`config.mk`:
```
export PLATFORM = sky130hd
export DESIGN_NAME = fa_slice_sequencer
export DESIGN_NICKNAME = d
export VERILOG_FILES = /design/src/rtl/fa_seq_pkg.sv /design/src/rtl/fa_nbit_ripple.sv /design/src/rtl/fa_slice_sequencer.sv
export SDC_FILE = /design/constraint.sdc
export NUM_CORES = 1
export LEC_CHECK = 0
export ABC_AREA = 1
export CORE_MARGIN = 1.5
export CORE_UTILIZATION = 51
export DETAILED_ROUTE_END_ITERATION = 16
export MAX_ROUTING_LAYER = met4
export PLACE_DENSITY = 0.87
export SYNTH_ARGS = -nofsm -noshare
export SYNTH_HDL_FRONTEND = slang
export SYNTH_SLANG_ARGS = --single-unit
```
`constraint.sdc`:
```
create_clock -name clk -period 3.9 [get_ports clk]
set_input_delay 0.78 -clock clk [delete_from_list [all_inputs] [get_ports clk]]
set_output_delay 0.78 -clock clk [all_outputs]
set_load 0.005 [all_outputs]
```
`src/rtl/fa_seq_pkg.sv`:
```
// Shared types and default sizing for the bit-serial-by-slice adder sequencer.
package fa_seq_pkg;

    typedef enum logic [1:0] {
        IDLE = 2'd0,
        RUN  = 2'd1,
        DONE = 2'd2
    } state_t;

    localparam int unsigned DEF_N     = 4;
    localparam int unsigned DEF_WORDS = 4;

endpackage

```
`src/rtl/fa_nbit_ripple.sv`:
```
// Purely combinational N-bit ripple-carry adder slice.
module fa_nbit_ripple #(
    parameter int unsigned N = 4
) (
    input  logic [N-1:0] a,
    input  logic [N-1:0] b,
    input  logic         c_in,
    output logic [N-1:0] sum,
    output logic         c_out
);

    logic w_c;

    // Carry is threaded bit by bit: bit 0 takes c_in, bit i takes bit i-1's carry-out.
    always_comb begin
        w_c = c_in;
        sum = '0;
        for (int unsigned i = 0; i < N; i++) begin
            sum[i] = a[i] ^ b[i] ^ w_c;
            w_c    = (a[i] & b[i]) | (w_c & (a[i] ^ b[i]));
        end
        c_out = w_c;
    end

endmodule

```
`src/rtl/fa_slice_sequencer.sv`:
```
// Adds two W=N*WORDS bit operands by reusing one N-bit ripple slice over WORDS cycles.
module fa_slice_sequencer
    import fa_seq_pkg::*;
#(
    parameter int unsigned N     = DEF_N,
    parameter int unsigned WORDS = DEF_WORDS
) (
    input  logic                 clk,
    input  logic                 rst_n,
    input  logic                 in_valid,
    output logic                 in_ready,
    input  logic [N*WORDS-1:0]   a,
    input  logic [N*WORDS-1:0]   b,
    input  logic                 cin,
    output logic                 out_valid,
    input  logic                 out_ready,
    output logic [N*WORDS-1:0]   sum,
    output logic                 cout
);

    localparam int unsigned W  = N * WORDS;
    localparam int unsigned KW = $clog2(WORDS + 1);
    localparam logic [KW-1:0] K_LAST = KW'(WORDS - 1);

    state_t        r_state;
    state_t        w_state_nxt;
    logic [W-1:0]  r_a;
    logic [W-1:0]  r_b;
    logic [W-1:0]  r_sum;
    logic          r_carry;
    logic          r_cout;
    logic [KW-1:0] r_k;
    logic [N-1:0]  w_sl_a;
    logic [N-1:0]  w_sl_b;
    logic [N-1:0]  w_sl_sum;
    logic          w_sl_cout;
    logic          w_accept;
    logic          w_last;

    assign w_accept = in_valid && (r_state == IDLE);
    assign w_last   = (r_state == RUN) && (r_k == K_LAST);

    always_ff @(posedge clk or negedge rst_n) begin
        if (!rst_n) r_state <= IDLE;
        else        r_state <= w_state_nxt;
    end

    always_comb begin
        w_state_nxt = r_state;
        case (r_state)
            IDLE:    if (in_valid)  w_state_nxt = RUN;
            RUN:     if (w_last)    w_state_nxt = DONE;
            DONE:    if (out_ready) w_state_nxt = IDLE;
            default:                w_state_nxt = IDLE;
        endcase
    end

    always_comb begin
        in_ready  = (r_state == IDLE);
        out_valid = (r_state == DONE);
    end

    always_comb begin
        w_sl_a = '0;
        w_sl_b = '0;
        for (int unsigned i = 0; i < WORDS; i++) begin
            if (r_k == KW'(i)) begin
                w_sl_a = r_a[i*N +: N];
                w_sl_b = r_b[i*N +: N];
            end
        end
    end

    fa_nbit_ripple #(.N(N)) u_slice (
        .a     (w_sl_a),
        .b     (w_sl_b),
        .c_in  (r_carry),
        .sum   (w_sl_sum),
        .c_out (w_sl_cout)
    );

    // k holds at the last slice rather than stepping to WORDS, so it never leaves 0..WORDS-1.
    always_ff @(posedge clk or negedge rst_n) begin
        if (!rst_n) begin
            r_a     <= '0;
            r_b     <= '0;
            r_sum   <= '0;
            r_carry <= 1'b0;
            r_cout  <= 1'b0;
            r_k     <= '0;
        end else if (w_accept) begin
            r_a     <= a;
            r_b     <= b;
            r_carry <= cin;
            r_k     <= '0;
        end else if (r_state == RUN) begin
            for (int unsigned i = 0; i < WORDS; i++) begin
                if (r_k == KW'(i)) r_sum[i*N +: N] <= w_sl_sum;
            end
            r_carry <= w_sl_cout;
            if (w_last) r_cout <= w_sl_cout;
            else        r_k    <= r_k + KW'(1);
        end
    end

    assign sum  = r_sum;
    assign cout = r_cout;

endmodule

```
# Word level (Yosys, flattened, before mapping)
# Cells that the tools add are included.
[classes]
n_addsub = 1
eq_ne = 9
mux = 17
bitwise = 21
n_reduce_logical = 12
[op_table]
columns = ["operator", "n"]
rows = [
  ["$mux 4", 8],
  ["$reduce_and 3->1", 6],
  ["$mux 3", 3],
  ["$and 1x1->1", 8],
  ["$xor 1x1->1", 8],
  ["$eq 3x2->1 const B", 2],
  ["$mux 2", 3],
  ["$ne 2x2->1 const B", 3],
  ["$pmux 2 s3", 1],
  ["$or 1x1->1", 4],
  ["$add 3x1->3 const B", 1],
  ["$eq 3x1->1 const B", 1],
  ["$logic_not 3->1", 1],
  ["$eq 2x1->1 const B", 1],
  ["$eq 2x2->1 const B", 1],
  ["$logic_and 1x1->1", 2],
  ["$logic_not 2->1", 1],
  ["$mux 1", 2],
  ["$ne 2x1->1 const B", 1],
  ["$reduce_and 2->1", 1],
  ["$reduce_bool 2->1", 1],
  ["$not 1->1", 1],
]
[word_totals]
ff_bits = 55
input_bits = 37
out_inout_bits = 19
word_cells = 70

# Depth between registers and ports, before layout
# Gate-level depths: netlist of the first run.
[depth]
depth_word = 16
mapped_depth = 16
depth_no_buf = 16

# Hierarchy
# From an unflattened synthesis of the first run, not the netlist that was laid out.
[unflattened]
cells_unflattened = 333
hier_area_um2 = 2658.8
[by_module_without_submodules]
columns = ["module", "instances", "cells_per_inst", "area_per_inst_um2", "seq_area_each_um2"]
rows = [
  ["fa_slice_sequencer", 1, 319, 2541.2, 1376.3],
  ["fa_nbit_ripple", 1, 14, 117.6, 0.0],
]

# Worst setup path after synthesis of the first run
# Ideal clock, no wire load.
[synth_timing]
kind = "reg-to-reg"
start = "register r_k[0]"
end = "register r_carry"
setup_ns = 0.124
arrival_time_ns = 3.001
t_required_ns = 3.776
slack_ns = 0.775
path_stages_with_launch = 17
path_buffers = 2
period_less_slack_ns = 3.125
cell_sequence = "dfrtp_1 -> ha_1 -> ha_1 -> buf_2 -> inv_2 -> buf_2 -> nand2_1 -> inv_1 -> nand2_1 -> nand2_1 -> fa_1 -> inv_1 -> fa_1 -> fa_1 -> fa_1 -> nor3_1 -> o21ai_2"
[synth_via]
elab_chain_cells = 16
word_cells_on_any_way = 30
cone_classes = "eq/ne (3); mux (10); bitwise (16); reduce/logical (1)"
[synth_rtl]
columns = ["item", "line_no", "source"]
rows = [
  ["start, declared", "fa_slice_sequencer.sv:32", "logic [KW-1:0] r_k;"],
  ["start signal, assigned", "fa_slice_sequencer.sv:102", "else r_k <= r_k + KW'(1);"],
  ["$logic_not 3->1", "fa_slice_sequencer.sv:67", "if (r_k == KW'(i)) begin"],
  ["$mux 4 (4 in series)", "fa_slice_sequencer.sv:67", ""],
  ["$xor 1x1->1", "fa_nbit_ripple.sv:20", "w_c = (a[i] & b[i]) | (w_c & (a[i] ^ b[i]));"],
  ["$and 1x1->1", "fa_nbit_ripple.sv:20", ""],
  ["$or 1x1->1", "fa_nbit_ripple.sv:20", ""],
  ["$and 1x1->1", "fa_nbit_ripple.sv:20", ""],
  ["$or 1x1->1", "fa_nbit_ripple.sv:20", ""],
  ["$and 1x1->1", "fa_nbit_ripple.sv:20", ""],
  ["$or 1x1->1", "fa_nbit_ripple.sv:20", ""],
  ["$and 1x1->1", "fa_nbit_ripple.sv:20", ""],
  ["$or 1x1->1 (*)", "fa_nbit_ripple.sv:20", ""],
  ["named net u_slice.c_out", "fa_nbit_ripple.sv:9", "output logic c_out"],
  ["$mux 1 (*)", "fa_slice_sequencer.sv:96", "end else if (r_state == RUN) begin"],
  ["$mux 1 (*)", "fa_slice_sequencer.sv:91", "end else if (w_accept) begin"],
  ["end signal, assigned", "fa_slice_sequencer.sv:94", "r_carry <= cin;"],
  ["end signal, assigned", "fa_slice_sequencer.sv:100", "r_carry <= w_sl_cout;"],
  ["end, declared", "fa_slice_sequencer.sv:30", "logic r_carry;"],
]
# The timed path passes the listed nets; every way through them passes the cells marked *. The select of a mux whose other input is x is not followed.
# A chain may end at the register's enable or synchronous reset.

# Worst setup path after layout of the first run
# Ends and elaborated chain as after synthesis.

==> flow_summary.ini, run 1 <==
[die]
die_y_um = 76.0
io_pins = 56
die_w_um = 76.0
dieArea_um2 = 5780
core_area_um2 = 5140
start_util = 0.529
rows = 26

[critical_path]
path_common_cell = fa_1
path_cells = ha_1 -> ha_1 -> inv_2 -> o21ai_0 -> inv_1 -> a21boi_0 -> fa_1 -> inv_1 -> fa_1 -> fa_1 -> fa_1 -> nor3_1 -> o21ai_2
start_kind = register
crit_path_end_kind = register
worstPathMaxFanout = 14
worst-endpoint-arrival_ns = 3.73
worstSetupPathType = register to register
worst_path_largest_cell_delay_ns = 0.43
cp.required_ns = 4.09
crit_slowest_cell = dfrtp_1

[synth]
synth_seq_cells = 55
syn_nets = 362
ys_warn_count = 0
synth_area_um2 = 2720
syn_area_per_cell_um2 = 8.61
synthCells = 316
ys_seq_area_frac = 0.506
ys_types = 25

[clock_tree]
post_cts_resized = 0
clock_sinks = 55
cts_buffers = 5
htree_levels = 2
clk_pin_slew_worst_paths_ns = 0.09
clock_latency_ns = 0.31
ctsHoldBuffers = 0
cts_setup_buffers = 0
cts-root-buf = clkbuf_8
cts_tree = yes
cts_buffer_depth = 2

[power]
p_comb_frac = 0.534
internal_power_mw = 1.56
p_clk_frac = 0.109
p_per_area_nw_per_um2 = 847
power.switching_mw = 1.30
seq_power_share = 0.357
irDropWorstVdd_uv = 394
power.total_mw = 2.85
switching_share = 0.454
p_leak_nw = 1.69

[routing]
vias = 2261
finalWirelength_mm = 5.97
dr.max_layer_used = met4
post_drt_wl_per_cell_um = 13.6
drt-met1-wl_mm = 2.63
ant_nets = 0
drc = 0
post_drt_via_cell_ratio = 5.15
met2_length_mm = 2.93
met3_length_um = 324
dr.first_iter.drc_count = 184
drt_pre_antenna_iters = 4

[hold_path]
hold_class = primary input to asynchronous set/reset pin

[timing]
post-route-period-util = 0.907
finClkSkew_ns = 0.00622
tns_ns = 0
fmax_mhz = 283
rsz0062_at_grt = no
final-setup-viol-count = 0
tightest_slew_ns = 0.622
relSlewSlack = 0.586
period_needed_ns = 3.54
final_max_slew_viol_count = 0
hold_violations = 0

[layout]
syn2layout_area_growth_pct = 23.9
fillers = 445
antennaDiodeCount = 0
nets = 414
drive_above_1_share = 0.0840

[grt]
track_usage = 0.228
grt_pass1_wl_mm = 10.2
gr-total-overflow = 0
antenna_found_initial = 0
grt_max_degree = 41
grt_pass1_vias = 2158

[placement]
dp_hpwl_mm = 4.53
place_congestion = 0.929
port_buffers = 55

[run_status]
status = complete, no violations

[job]
cap_violations = 0
## registers in the layout, summed over array words and instances, names as in the netlist
| register | flops |
|---|---|
| r_a | 16 |
| r_b | 16 |
| sum | 16 |
| r_k | 3 |
| r_state | 2 |
| cout | 1 |
| r_carry | 1 |
## logic make-up (layout without fill, tap and decap cells)
group / count (synthesis) / after routing / synth area share
buf+inv: 40 / 93 / 0.0717
flops: 55 / 55 / 0.506
compound gates: 35 / 35 / 0.0745
simple gates: 177 / 177 / 0.296
fa+ha+maj: 9 / 9 / 0.0524
## stage by stage
stage,std cells,hold slack (ns),utilization,cell area [um^2],setup slack [ns]
after CTS,439,0.481,0.656,3370,0.348
final,439,0.480,0.656,3370,0.363
after floorplan,316,0.434,-,2720,0.775
after global routing,439,0.506,0.656,3370,0.0746
after detailed placement,431,0.461,0.639,3280,0.383
after global placement,431,0.460,0.639,3280,0.634
## critical path: cells and delay by family (launching register included)
family / cells / cell delay, ns
adder cells (fa/ha/maj): 6 / 1.93
AO/OA/AOI/OAI: 3 / 0.48
flip-flops: 1 / 0.43
buffers and inverters: 3 / 0.31
AND/OR/NAND/NOR: 1 / 0.26
## path summary, 6_finish.rpt
path | slack, ns | to | depth (start not counted) | startpoint
setup / recovery | 0.36 | r_carry$_DFFE_PN0P_ | 13 | r_k[0]$_DFFE_PN0P_
hold / removal | 0.48 | r_a[0]$_DFFE_PN0P_ | 1 | rst_n
setup reg to reg | 0.36 | r_carry$_DFFE_PN0P_ | 13 | r_k[0]$_DFFE_PN0P_
min in group clk | 0.48 | r_b[11]$_DFFE_PN0P_ | 2 | r_b[11]$_DFFE_PN0P_
max in group asynchronous | 2.64 | sum[12]$_DFFE_PN0P_ | 2 | rst_n
hold reg to reg | 0.48 | r_b[11]$_DFFE_PN0P_ | 2 | r_b[11]$_DFFE_PN0P_
## metal layers
metal / vias to the layer above / GRT usage
met3: 11 / 0.0431
met4: 0 / 0.0685
met2: 83 / 0.353
li1: 1106 / -
met5: - / -
met1: 1061 / 0.310
## area by class of cell
cell class,count,area (um^2),area share
flip-flops and latches,55,1380,0.408
multi-input cells,221,1150,0.341
repair buffers,58,568,0.169
inverters,27,101,0.0301
well taps,70,87.6,0.0260
clock buffers,5,68.8,0.0204
clock inverters,3,18.8,0.00557
## cell usage in the layout, fill, tap and decap left out, drive strengths merged
cell type	instances
a21boi	1
clkbuf	5
ha	5
buf	4
or2	1
fa	4
dfrtp	55
clkinv	2
a21oi	8
o22ai	1
nor3	1
o31ai	1
nand2	114
nor2	15
clkdlybuf4s50	54
inv	28
nand3	46
o21ai	24
## power by group through the flow
stage          combinational, mW  clock [mW]  sequential [mW]
3_3_place_gp                1.46           0             1.01
6_report                    1.52       0.310             1.02
3_5_place_dp                1.53           0             1.03
2_1_floorplan               1.06           0            0.980
4_1_cts                     1.54       0.316             1.02
5_1_grt                     1.72       0.341             1.05
## synthesized netlist by cell type
library cell / instances / area, um^2
inv_1: 24 / 90.1
nor2_8: 1 / 20.0
nor2_2: 1 / 6.26
dfrtp_1: 55 / 1380
buf_4: 4 / 30.0
o21ai_1: 17 / 85.1
ha_1: 5 / 62.6
o21ai_2: 3 / 26.3
o22ai_2: 1 / 12.5
nor2_4: 1 / 11.3
nor2_1: 12 / 45.0
a21oi_2: 1 / 8.76
a21oi_1: 7 / 35.0
buf_2: 6 / 30.0
a21boi_0: 1 / 7.51
nand2_4: 7 / 78.8
nor3_1: 1 / 5.00
o21ai_0: 4 / 20.0
or2_2: 1 / 6.26
buf_6: 3 / 33.8
o31ai_1: 1 / 7.51
nand3_1: 46 / 230
nand2_1: 107 / 402
inv_2: 3 / 11.3
fa_1: 4 / 80.1
No activity file was read; power rests on OpenSTA's default activity.
==> inputs of run 2 (changes only) <==
--- a/constraint.sdc
+++ b/constraint.sdc
@@ -3,2 +3,2 @@
 set_output_delay 0.78 -clock clk [all_outputs]
-set_load 0.005 [all_outputs]
+set_load 0.1 [all_outputs]
==> run 2 against run 1 <==
Compared with the run above:
- cell count stayed put
- first-iteration DRC count is 16% lower
- via count is 2.1% lower
- die area stayed put
- clock-buffer cell count stayed put
- worst hold slack better by 0.0025 ns
- clock skew is 0.00057 ns lower
- wire length is 0.17% lower
- critical path depth stayed put
- non-clock buffer count stayed put
- sequential share of layout area hardly changed
- largest cell class unchanged
==> flow_summary.ini, run 2 (synthesized netlist as in run 1, its figures left out) <==
[run_status]
status = complete, no violations

[clock_tree]
clock_sinks = 55
post_cts_resized = 0
clock_latency_ns = 0.31
cts-root-buf = clkbuf_8
htree_levels = 2
clk_pin_slew_worst_paths_ns = 0.09
ctsHoldBuffers = 0
cts_buffer_depth = 2
cts_buffers = 5
cts_tree = yes
cts_setup_buffers = 0

[routing]
drt_pre_antenna_iters = 4
vias = 2213
finalWirelength_mm = 5.96
post_drt_via_cell_ratio = 5.04
post_drt_wl_per_cell_um = 13.6
drc = 0
dr.first_iter.drc_count = 154
ant_nets = 0

[critical_path]
cp.required_ns = 4.10
worstPathMaxFanout = 14
r2r_setup_slack_ns = 0.33
worstSetupPathType = register to register
crit_path_end_kind = register
start_kind = register
worst-endpoint-arrival_ns = 3.76

[layout]
drive_above_1_share = 0.0867
antennaDiodeCount = 0
layout_common_cells = 107 x nand2_1, 55 x dfrtp_1, 53 x clkdlybuf4s50_1
syn2layout_area_growth_pct = 23.8
final_common_cell = nand2_1
fillers = 480
nets = 414

[placement]
place_congestion = 0.929
dp_hpwl_mm = 4.45
port_buffers = 55

[timing]
final-setup-viol-count = 0
rsz0062_at_grt = no
final_max_slew_viol_count = 0
tns_ns = 0
relSlewSlack = 0.249
post-route-period-util = 0.915
hold_violations = 0
tightest_slew_ns = 1.13
finClkSkew_ns = 0.00565
fmax_mhz = 280
period_needed_ns = 3.57

[die]
dieArea_um2 = 5780
core_area_um2 = 5140
die_y_um = 76.0
die_w_um = 76.0
rows = 26
io_pins = 56
start_util = 0.529

[hold_path]
hold_class = register to register

[grt]
grt_pass1_vias = 2254
grt_pass1_wl_mm = 10.2
gr-total-overflow = 0
track_usage = 0.229
grt_max_degree = 54
antenna_found_initial = 0

[job]
cap_violations = 0
## run 2: cell count changes in the layout (fill, tap and decap cells not counted)
cell             delta
clkdlybuf4s50_1     -1
clkinv_2            -1
inv_6               -1
buf_4               +1
clkinvlp_4          +2
## run 2: per-stage QoR
stage	util	instances	hold WS [ns]	setup WS (ns)	area [um^2]
floorplan	-	316	0.434	0.775	2720
global placement	0.638	431	0.459	0.638	3280
detailed placement	0.638	431	0.460	0.388	3280
CTS	0.656	439	0.483	0.351	3370
global route	0.656	439	0.519	0.0996	3370
finish	0.656	439	0.482	0.332	3370
## run 2: final cells by class
class	count	area (um^2)	share of cell area
Inverter	27	101	0.0301
Sequential cell	55	1380	0.408
Clock buffer	5	68.8	0.0204
Clock inverter	3	20.0	0.00594
Tap cell	70	87.6	0.0260
Multi-Input combinational cell	221	1150	0.341
Timing Repair Buffer	58	566	0.168
## run 2: layer usage
layer  routed length (um)  global-route usage  part of all wire  vias up
met5                    0                   -                 0        -
met4                  116              0.0907             0.019        0
met3                  316              0.0311             0.053       12
met2                 2910               0.368              0.49       78
met1                 2610               0.296              0.44     1012
li1                     -                   -                 -     1111
## run 2: worst max-delay path: stages, from the launching register on
cell      delay, ns
dfrtp_1        0.43
ha_1           0.18
ha_1           0.35
inv_2          0.19
o21ai_0        0.13
inv_1          0.05
a21boi_0       0.26
fa_1           0.22
inv_1          0.05
fa_1           0.37
fa_1           0.39
fa_1           0.42
nor3_1         0.31
o21ai_2        0.10
## run 2: final timing paths
kind / depth (start not counted) / startpoint / to
min reg2reg: 2 / r_a[11]$_DFFE_PN0P_ / r_a[11]$_DFFE_PN0P_
max: 13 / r_k[0]$_DFFE_PN0P_ / r_carry$_DFFE_PN0P_
min in group asynchronous: 1 / rst_n / r_b[6]$_DFFE_PN0P_
max in group asynchronous: 1 / rst_n / r_a[2]$_DFFE_PN0P_
min: 2 / r_a[11]$_DFFE_PN0P_ / r_a[11]$_DFFE_PN0P_
max reg2reg: 13 / r_k[0]$_DFFE_PN0P_ / r_carry$_DFFE_PN0P_
Power of run 2 is left out: the tool's default activity adds up to more than one toggle a clock period on the data nets, which glitch-free logic cannot reach.
==> inputs of run 3 (changes only) <==
- CELL_PAD_IN_SITES_DETAIL_PLACEMENT: default -> 0
- CELL_PAD_IN_SITES_GLOBAL_PLACEMENT: default -> 1
- CORE_UTILIZATION: 51 -> 38
- SKIP_LAST_GASP: default -> 1
==> run 3 against run 2 <==
Compared with the run above:
- non-clock buffer count is the same
- highest routed layer unchanged
- via count fell by 1.8%
- clock-buffer cell count is 1 higher
==> flow_summary.ini, run 3 (synthesized netlist as in run 1, its figures left out) <==
[timing]
relSlewSlack = 0.347
rsz0062_at_grt = no
fmax_mhz = 286
final_max_slew_viol_count = 0
finClkSkew_ns = 0.00504
period_needed_ns = 3.50
tightest_slew_ns = 0.977
post-route-period-util = 0.897
final-setup-viol-count = 0
tns_ns = 0
hold_violations = 0

[layout]
regArea_um2 = 1380
syn2layout_area_growth_pct = 24.8
drive_above_1_share = 0.0867
multiInputGateArea_um2 = 1150
nets = 414
final_common_cell = nand2_1
fillers = 676
layout_common_cells = 107 x nand2_1, 55 x dfrtp_1, 52 x clkdlybuf4s50_1
antennaDiodeCount = 0

[critical_path]
crit_path_end_kind = register
worst-endpoint-arrival_ns = 3.69
path_common_cell = fa_1
start_kind = register
worst_path_largest_cell_delay_ns = 0.44
cp.required_ns = 4.10
crit_slowest_cell = dfrtp_1
path_cells = inv_2 -> ha_1 -> inv_2 -> o21ai_0 -> inv_1 -> a21boi_0 -> fa_1 -> inv_1 -> fa_1 -> fa_1 -> fa_1 -> nor3_1 -> o21ai_2
worstPathMaxFanout = 14
worstSetupPathType = register to register

[die]
rows = 30
io_pins = 56
start_util = 0.396
die_w_um = 87.6
die_y_um = 87.6
dieArea_um2 = 7680
core_area_um2 = 6870

[routing]
dr.first_iter.drc_count = 81
post_drt_via_cell_ratio = 4.67
finalWirelength_mm = 6.16
vias = 2173
met3_length_um = 223
ant_nets = 0
post_drt_wl_per_cell_um = 13.2
met2_length_mm = 2.88
drt_pre_antenna_iters = 4
drc = 0
drt-met1-wl_mm = 2.96
dr.max_layer_used = met4

[grt]
antenna_found_initial = 0
grt_pass1_wl_mm = 10.6
grt_pass1_vias = 2272
track_usage = 0.184
grt_max_degree = 41
gr-total-overflow = 0

[clock_tree]
cts-root-buf = clkbuf_8
cts_setup_buffers = 0
clock_sinks = 55
cts_buffers = 5
cts_tree = yes
clk_pin_slew_worst_paths_ns = 0.10
post_cts_resized = 0
cts_buffer_depth = 2
clock_latency_ns = 0.30
ctsHoldBuffers = 0
htree_levels = 2

[job]
cap_violations = 0

[placement]
port_buffers = 55
dp_hpwl_mm = 4.76
place_congestion = 0.884

[run_status]
status = complete, no violations

[hold_path]
hold_class = primary input to asynchronous set/reset pin
==> run 3: cell types whose count changed in the layout (fill, tap and decap cells not counted), sizes merged <==
cell,before,now
clkinvlp,2,1
clkbuf,5,6
buf,5,6
clkdlybuf4s50,53,52
==> run 3: final timing paths <==
kind,cells past startpoint,end,from,slack (ns)
setup / recovery,13,r_carry$_DFFE_PN0P_,r_k[2]$_DFFE_PN0P_,0.40
hold / removal,1,sum[12]$_DFFE_PN0P_,rst_n,0.46
setup reg to reg,13,r_carry$_DFFE_PN0P_,r_k[2]$_DFFE_PN0P_,0.40
hold reg to reg,2,r_a[9]$_DFFE_PN0P_,r_a[9]$_DFFE_PN0P_,0.48
max in group asynchronous,2,r_a[14]$_DFFE_PN0P_,rst_n,2.63
min in group clk,2,r_a[9]$_DFFE_PN0P_,r_a[9]$_DFFE_PN0P_,0.48
==> run 3: area by class of cell <==
type	instances	area share
Sequential cell	55	0.405
Multi-Input combinational cell	221	0.339
Timing Repair Buffer	58	0.166
Tap cell	96	0.0354
Inverter	27	0.0298
Clock buffer	6	0.0214
Clock inverter	2	0.00368
==> run 3: per-layer routing <==
layer / global-route usage / up-vias
met5: - / -
met4: 0.0447 / 0
met3: 0.0330 / 11
met1: 0.234 / 1001
li1: - / 1104
met2: 0.306 / 57
==> run 3: per-stage QoR <==
| stage | area, um^2 | cells | worst slack [ns] | util | hold slack (ns) |
|---|---|---|---|---|---|
| finish | 3400 | 465 | 0.403 | 0.494 | 0.459 |
| global route | 3400 | 465 | 0.142 | 0.494 | 0.501 |
| CTS | 3400 | 465 | 0.389 | 0.494 | 0.487 |
| detailed placement | 3310 | 457 | 0.411 | 0.482 | 0.464 |
| global placement | 3310 | 457 | 0.520 | 0.482 | 0.459 |
| floorplan | 2720 | 316 | 0.775 | - | 0.434 |
==> run 3: worst max-delay path, delay by kind of cell (launching register included) <==
kind,cells,cell delay (ns)
buffers and inverters,4,0.44
AND/OR/NAND/NOR,1,0.24
AO/OA/AOI/OAI,3,0.46
flip-flops,1,0.44
adder cells (fa/ha/maj),5,1.81
Power of run 3 is left out for the same reason.
